**src/rtl/maze_pkg.sv**
```systemverilog
// Types and constants shared by the maze game blocks (key input, VGA renderer, FND score path).
package maze_pkg;

  localparam int CLK_HZ            = 50_000_000;
  localparam int DEBOUNCE_MS       = 5;
  localparam int DB_CYCLES_DEFAULT = CLK_HZ / 1000 * DEBOUNCE_MS;
  localparam int KEY_COUNT         = 4;
  localparam int MOVE_DEPTH        = 4;

  typedef enum logic [1:0] {
    DIR_UP    = 2'd0,
    DIR_DOWN  = 2'd1,
    DIR_LEFT  = 2'd2,
    DIR_RIGHT = 2'd3
  } dir_e;

endpackage

```
**src/rtl/key_debounce.sv**
```systemverilog
// One maze key: 2-FF synchroniser, counter debounce and a one-cycle press pulse on each
// accepted released->held transition.
module key_debounce
  import maze_pkg::*;
#(
  parameter int DB_CYCLES = DB_CYCLES_DEFAULT
) (
  input  logic Clk,
  input  logic Rst,
  input  logic i_RawN,
  output logic o_Level,
  output logic o_Press
);

  localparam int CW = (DB_CYCLES > 1) ? $clog2(DB_CYCLES) : 1;
  localparam logic [CW-1:0] CNT_LAST = CW'(DB_CYCLES - 1);

  logic          meta_n;
  logic          sync_n;
  logic          sync;
  logic          level_d;
  logic [CW-1:0] cnt;

  // Sync flops reset to the released (high) level so reset never looks like a press.
  always_ff @(posedge Clk) begin
    if (Rst) begin
      meta_n <= 1'b1;
      sync_n <= 1'b1;
    end else begin
      meta_n <= i_RawN;
      sync_n <= meta_n;
    end
  end

  assign sync = ~sync_n;

  always_ff @(posedge Clk) begin
    if (Rst) begin
      o_Level <= 1'b0;
      cnt     <= '0;
    end else if (sync == o_Level) begin
      cnt <= '0;
    end else if (cnt == CNT_LAST) begin
      o_Level <= sync;
      cnt     <= '0;
    end else begin
      cnt <= cnt + 1'b1;
    end
  end

  always_ff @(posedge Clk) begin
    if (Rst) begin
      level_d <= 1'b0;
    end else begin
      level_d <= o_Level;
    end
  end

  assign o_Press = o_Level & ~level_d;

endmodule

```
**src/rtl/key_move_queue.sv**
```systemverilog
// Turns the four raw maze keys into move commands, queued and released one per rising
// edge of the renderer's frame-draw-done level.
module key_move_queue
  import maze_pkg::*;
#(
  parameter int DB_CYCLES = DB_CYCLES_DEFAULT,
  parameter int DEPTH     = MOVE_DEPTH
) (
  input  logic                 Clk,
  input  logic                 Rst,
  input  logic [KEY_COUNT-1:0] i_Key,
  input  logic                 i_fDrawDone,
  output logic                 o_MoveValid,
  output logic [1:0]           o_MoveDir,
  output logic [7:0]           o_PressCnt,
  output logic                 o_Overflow,
  output logic [KEY_COUNT-1:0] o_KeyLevel
);

  localparam int AW = $clog2(DEPTH);

  logic [KEY_COUNT-1:0] press;
  logic                 push;
  dir_e                 push_dir;
  logic [1:0]           mem [DEPTH];
  logic [AW:0]          wr_ptr;
  logic [AW:0]          rd_ptr;
  logic                 draw_prev;
  logic                 full;
  logic                 empty;
  logic                 pop;
  logic                 push_ok;

  for (genvar k = 0; k < KEY_COUNT; k++) begin : g_key
    key_debounce #(.DB_CYCLES(DB_CYCLES)) u_debounce (
      .Clk    (Clk),
      .Rst    (Rst),
      .i_RawN (i_Key[k]),
      .o_Level(o_KeyLevel[k]),
      .o_Press(press[k])
    );
  end

  // Scan from the top so the lowest-index key pressed in the same cycle wins.
  always_comb begin
    push     = 1'b0;
    push_dir = DIR_UP;
    for (int k = KEY_COUNT - 1; k >= 0; k--) begin
      if (press[k]) begin
        push     = 1'b1;
        push_dir = dir_e'(k[1:0]);
      end
    end
  end

  assign full    = (wr_ptr[AW] != rd_ptr[AW]) && (wr_ptr[AW-1:0] == rd_ptr[AW-1:0]);
  assign empty   = (wr_ptr == rd_ptr);
  assign pop     = i_fDrawDone & ~draw_prev & ~empty;
  assign push_ok = push & (~full | pop);

  always_ff @(posedge Clk) begin
    if (Rst) begin
      wr_ptr      <= '0;
      rd_ptr      <= '0;
      draw_prev   <= 1'b0;
      o_MoveValid <= 1'b0;
      o_MoveDir   <= 2'd0;
      o_PressCnt  <= 8'd0;
      o_Overflow  <= 1'b0;
    end else begin
      draw_prev   <= i_fDrawDone;
      o_MoveValid <= pop;
      if (pop) begin
        o_MoveDir <= mem[rd_ptr[AW-1:0]];
        rd_ptr    <= rd_ptr + 1'b1;
      end
      if (push_ok) begin
        wr_ptr     <= wr_ptr + 1'b1;
        o_PressCnt <= o_PressCnt + 8'd1;
      end else if (push) begin
        o_Overflow <= 1'b1;
      end
    end
  end

  // Storage needs no reset: the pointers alone define what is valid.
  always_ff @(posedge Clk) begin
    if (push_ok) begin
      mem[wr_ptr[AW-1:0]] <= push_dir;
    end
  end

endmodule

```
**config.mk**
```make
export PLATFORM = sky130hd
export DESIGN_NAME = key_move_queue
export DESIGN_NICKNAME = d
export VERILOG_FILES = /design/src/rtl/maze_pkg.sv /design/src/rtl/key_debounce.sv /design/src/rtl/key_move_queue.sv
export SDC_FILE = /design/constraint.sdc
export NUM_CORES = 1
export LEC_CHECK = 0
export ABC_AREA = 1
export ABC_CLOCK_PERIOD_IN_PS = 1750
export BUFFER_PORTS_ARGS = -buffer_cell sky130_fd_sc_hd__buf_2
export CORE_MARGIN = 4
export CORE_UTILIZATION = 46
export CTS_CLUSTER_SIZE = 8
export DETAILED_ROUTE_END_ITERATION = 12
export SETUP_SLACK_MARGIN = 0.15
export SLEW_MARGIN = 20
export SYNTH_ARGS = -nofsm -noshare
export SYNTH_HDL_FRONTEND = slang
export SYNTH_HIERARCHICAL = 1
export SYNTH_SLANG_ARGS = --single-unit
export TNS_END_PERCENT = 20
```
**constraint.sdc**
```tcl
create_clock -name Clk -period 1.75 [get_ports Clk]
set_input_delay 0.0875 -clock Clk [delete_from_list [all_inputs] [get_ports Clk]]
set_output_delay 0.0875 -clock Clk [all_outputs]
set_load 0.005 [all_outputs]
```
==> impl_metrics.env <==
export IMPL_inserted_diodes=0
export IMPL_finalHoldWorstSlack_ps=28.86
export IMPL_pre_antenna_drt_iters=5
export IMPL_worstPathCellList="ha_1 -> nand3_4 -> nor2_2 -> nand3_2 -> nand2_4 -> nor2_1"
export IMPL_yosys_cell_count_top_type="nor2_1"
export IMPL_cts_buffers_inserted=17
export IMPL_synth_ff_latch_count=115
export IMPL_leakage_nw=2.468
export IMPL_power_density_cell_area_mw_per_mm2=966.5
export IMPL_rsz0062_at_grt="true"
export IMPL_worstPathArrival_ps=1790
export IMPL_worst_setup_path_end_kind="flip-flop"
export IMPL_critical_path_n_buffers_inverters=0
export IMPL_average_cell_area_after_synthesis_um2=7.355
export IMPL_grt_start_max_net_pins=19
export IMPL_grt_ovfl_total=0
export IMPL_initial_antenna_violation_count=0
export IMPL_die_height_um=119.3
export IMPL_initial_utilization=0.4726
export IMPL_area_used_by_multi_input_combinational_logic_mm2=0.002950
export IMPL_timing_critical_path_from_type="flip-flop"
export IMPL_routed_via_density=4.705
export IMPL_yosys_top_cells_area="dfxtp_1 (38%), nor2_1 (11%), nand2_1 (11%)"
export IMPL_final_nets=833
export IMPL_fmax_mhz=663.5
export IMPL_synth_cell_type_count=30
export IMPL_tritoncts="done"
export IMPL_die_boundary_width_um=119.3
export IMPL_slew_headroom=0.6778
export IMPL_final_max_slew_violation_count=0
export IMPL_regToRegStartpoint="g_key[3].u_debounce/cnt[0]"
export IMPL_number_of_max_cap_violations=0
export IMPL_crit_path_max_incr_delay_ps=400
export IMPL_r2r_slack_ps=240
export IMPL_floorplan_core_area_mm2=0.01206
export IMPL_ys_warn_count=6
export IMPL_max_slew_worst_pin_slew_ps=479.6
export IMPL_clkLatencyLatePin_ps=410
export IMPL_num_vias=4691
export IMPL_synthToLayoutAreaGrowth_pct=17.14
export IMPL_hold_path_depth=2
export IMPL_synthTopCellsByCount="nor2_1 (173), nand2_1 (166), dfxtp_1 (107)"
export IMPL_crit_start="g_key[3].u_debounce/cnt[0]"
export IMPL_drt_initial_drc_count=266
export IMPL_cell_class_contributing_the_biggest_share_of_worst_path_delay="simple AND/OR/NAND/NOR gates"
export IMPL_synth_net_count=792
export IMPL_drtAntennaViolNets=0
export IMPL_worst_setup_hold_path_clk_slew_ps=50
export IMPL_postSynth_topFlopCell="dfxtp_1"
export IMPL_clk_root_buffer_cell="clkbuf_16"
export IMPL_timing_final_crit_period_ps=1507
export IMPL_ff_latch_area_mm2=0.002387
export IMPL_crit_path_max_fanout=18
export IMPL_cts_htree_levels=4
export IMPL_yosys_area_top_type_share=0.3758
export IMPL_netlist_area_mm2=0.005700
export IMPL_detailed_place_hpwl_mm=7.623
export IMPL_hold_path_start="Rst"
export IMPL_r2r_end="g_key[3].u_debounce/cnt[13]"
export IMPL_seq_area_frac_synth=0.4179
export IMPL_layout_worst_path_cycle_share=0.8613
export IMPL_routabilityCongestion=0.8444
export IMPL_ios=23
export IMPL_timing_worst_setup_path_type="flip-flop to flip-flop"
export IMPL_tns_ps=0
export IMPL_cts_sinks=115
export IMPL_synth_async_sr_flop_share=0
export IMPL_n_fill_cell=1161
export IMPL_syn_inst=775
export IMPL_min_path_type="input pin to flip-flop"
export IMPL_grt_first_pass_wirelength_mm=19.18
export IMPL_power_ir_vdd_worst_uv=635.5
export IMPL_post_route_cells_drive_above_1_share=0.1544
export IMPL_residual_drc_count=0
export IMPL_fp_dieArea_mm2=0.01424
export IMPL_detail_route_wirelength_mm=10.68
export IMPL_critical_path_slowest_cell="dfxtp_1"
export IMPL_cp_required_ps=2030
export IMPL_synth_top_cell_by_area="dfxtp_1"
export IMPL_placement_io_buffers=22
export IMPL_routed_wire_length_per_instance_um=10.71
export IMPL_worst_r2r_cell_count=6
export IMPL_outcome="finished, final reports clean"
export IMPL_worstSetupPathDepth=6
export IMPL_finalSetupViolations=0
export IMPL_fin_worst_skew_ps=6.461
export IMPL_grt_pass1_vias=4425
export IMPL_clock_path_buffers=2
export IMPL_synth_enable_flop_cells=8
export IMPL_grt_use_total=0.1636
export IMPL_floorplan_rows=40
export IMPL_hold_viol=0
export IMPL_cp_endpoint="g_key[3].u_debounce/cnt[13]"
## per-stage QoR
step | instance area (um^2) | cells | total power [mW] | utilization | worst slack, ps
floorplan | 5700 | 775 | 2.763 | - | 298.6
global placement | 5959 | 960 | 2.783 | 0.4941 | 268.3
detailed placement | 5959 | 960 | 2.785 | 0.4941 | 176.9
CTS | 6658 | 997 | 6.544 | 0.5520 | 151.7
global route | 6678 | 997 | 6.705 | 0.5536 | 94.98
finish | 6678 | 997 | 6.454 | 0.5536 | 242.8
## cells by family (layout without fill, tap and decap cells)
| family | Yosys count | count (layout) | synth area share |
|---|---|---|---|
| and+or+nand+nor | 461 | 461 | 0.3802 |
| DFF | 115 | 115 | 0.4179 |
| buffers and inverters | 90 | 144 | 0.06738 |
| AOI/OAI and AO/OA | 66 | 66 | 0.06190 |
| xor gates and xnor gates | 33 | 33 | 0.05070 |
| adders and majority gates | 10 | 10 | 0.02195 |
## power breakdown
part | leakage [nW] | internal (mW) | switching, mW
clock | 0.318 | 2.57 | 1.15
sequential | 0.959 | 2.66 | 0.00578
combinational | 1.19 | 0.0277 | 0.0453
## worst min-delay path by stage
stage	slack, ps	endpoint
after floorplan	150	o_PressCnt[2]
after global placement	270	g_key[1].u_debounce/meta_n
after detailed placement	280	g_key[1].u_debounce/meta_n
after CTS	10	g_key[2].u_debounce/level_d
after global routing	20	g_key[3].u_debounce/level_d
final	30	g_key[3].u_debounce/level_d
## layout by cell type, fill, tap and decap left out, types with 9 or more instances in the layout
cell	instances
or2_0	12
nand4_1	9
nor2_4	9
nand2_1	165
buf_2	22
a21oi_1	32
inv_1	82
clkbuf_16	18
o21ai_0	24
dfxtp_1	103
ha_1	10
nand3_1	28
nand2_2	17
xor2_1	27
nor2_1	173
## state kept, by name (all words and copies together), names as in the netlist, 2 cells and up
register / count
g_key.u_debounce/cnt: 72
g_key.u_debounce/level_d: 4
g_key.u_debounce/meta_n: 4
g_key.u_debounce/o_Level: 4
g_key.u_debounce/sync_n: 4
mem: 8
o_MoveDir: 2
o_PressCnt: 8
rd_ptr: 3
wr_ptr: 3
## what timing repair did
item | in CTS | in global routing
cloned | 0 | 0
pin swaps | 0 | 1
endpoints found under the setup margin | 1 | 46
gates resized for setup | 1 | 6
setup buffers | 0 | 0
hold buffers | 5 | 0
endpoints found under the hold margin | 5 | 0
## worst register-to-register path, stage by stage (launching register included)
cell and delay, ps:
dfxtp_1 400, ha_1 260, nand3_4 130, nor2_2 140, nand3_2 130, nand2_4 210, nor2_1 110
## metal layers
metal | vias to the layer above | track usage | share of wire
li1 | 2507 | - | -
met1 | 2124 | 0.1984 | 0.48
met2 | 51 | 0.2663 | 0.47
met3 | 9 | 0.06030 | 0.035
met4 | 0 | 0.05870 | 0.012
met5 | - | 0 | 0
## final cells by class
cell class / count / area share
clock buffers: 23 / 0.07476
clock inverters: 9 / 0.02211
inverters: 84 / 0.04722
multi-input cells: 570 / 0.4418
flip-flops and latches: 115 / 0.3575
well taps: 168 / 0.03148
repair buffers: 28 / 0.02511
(Power assumes the default switching activity.)
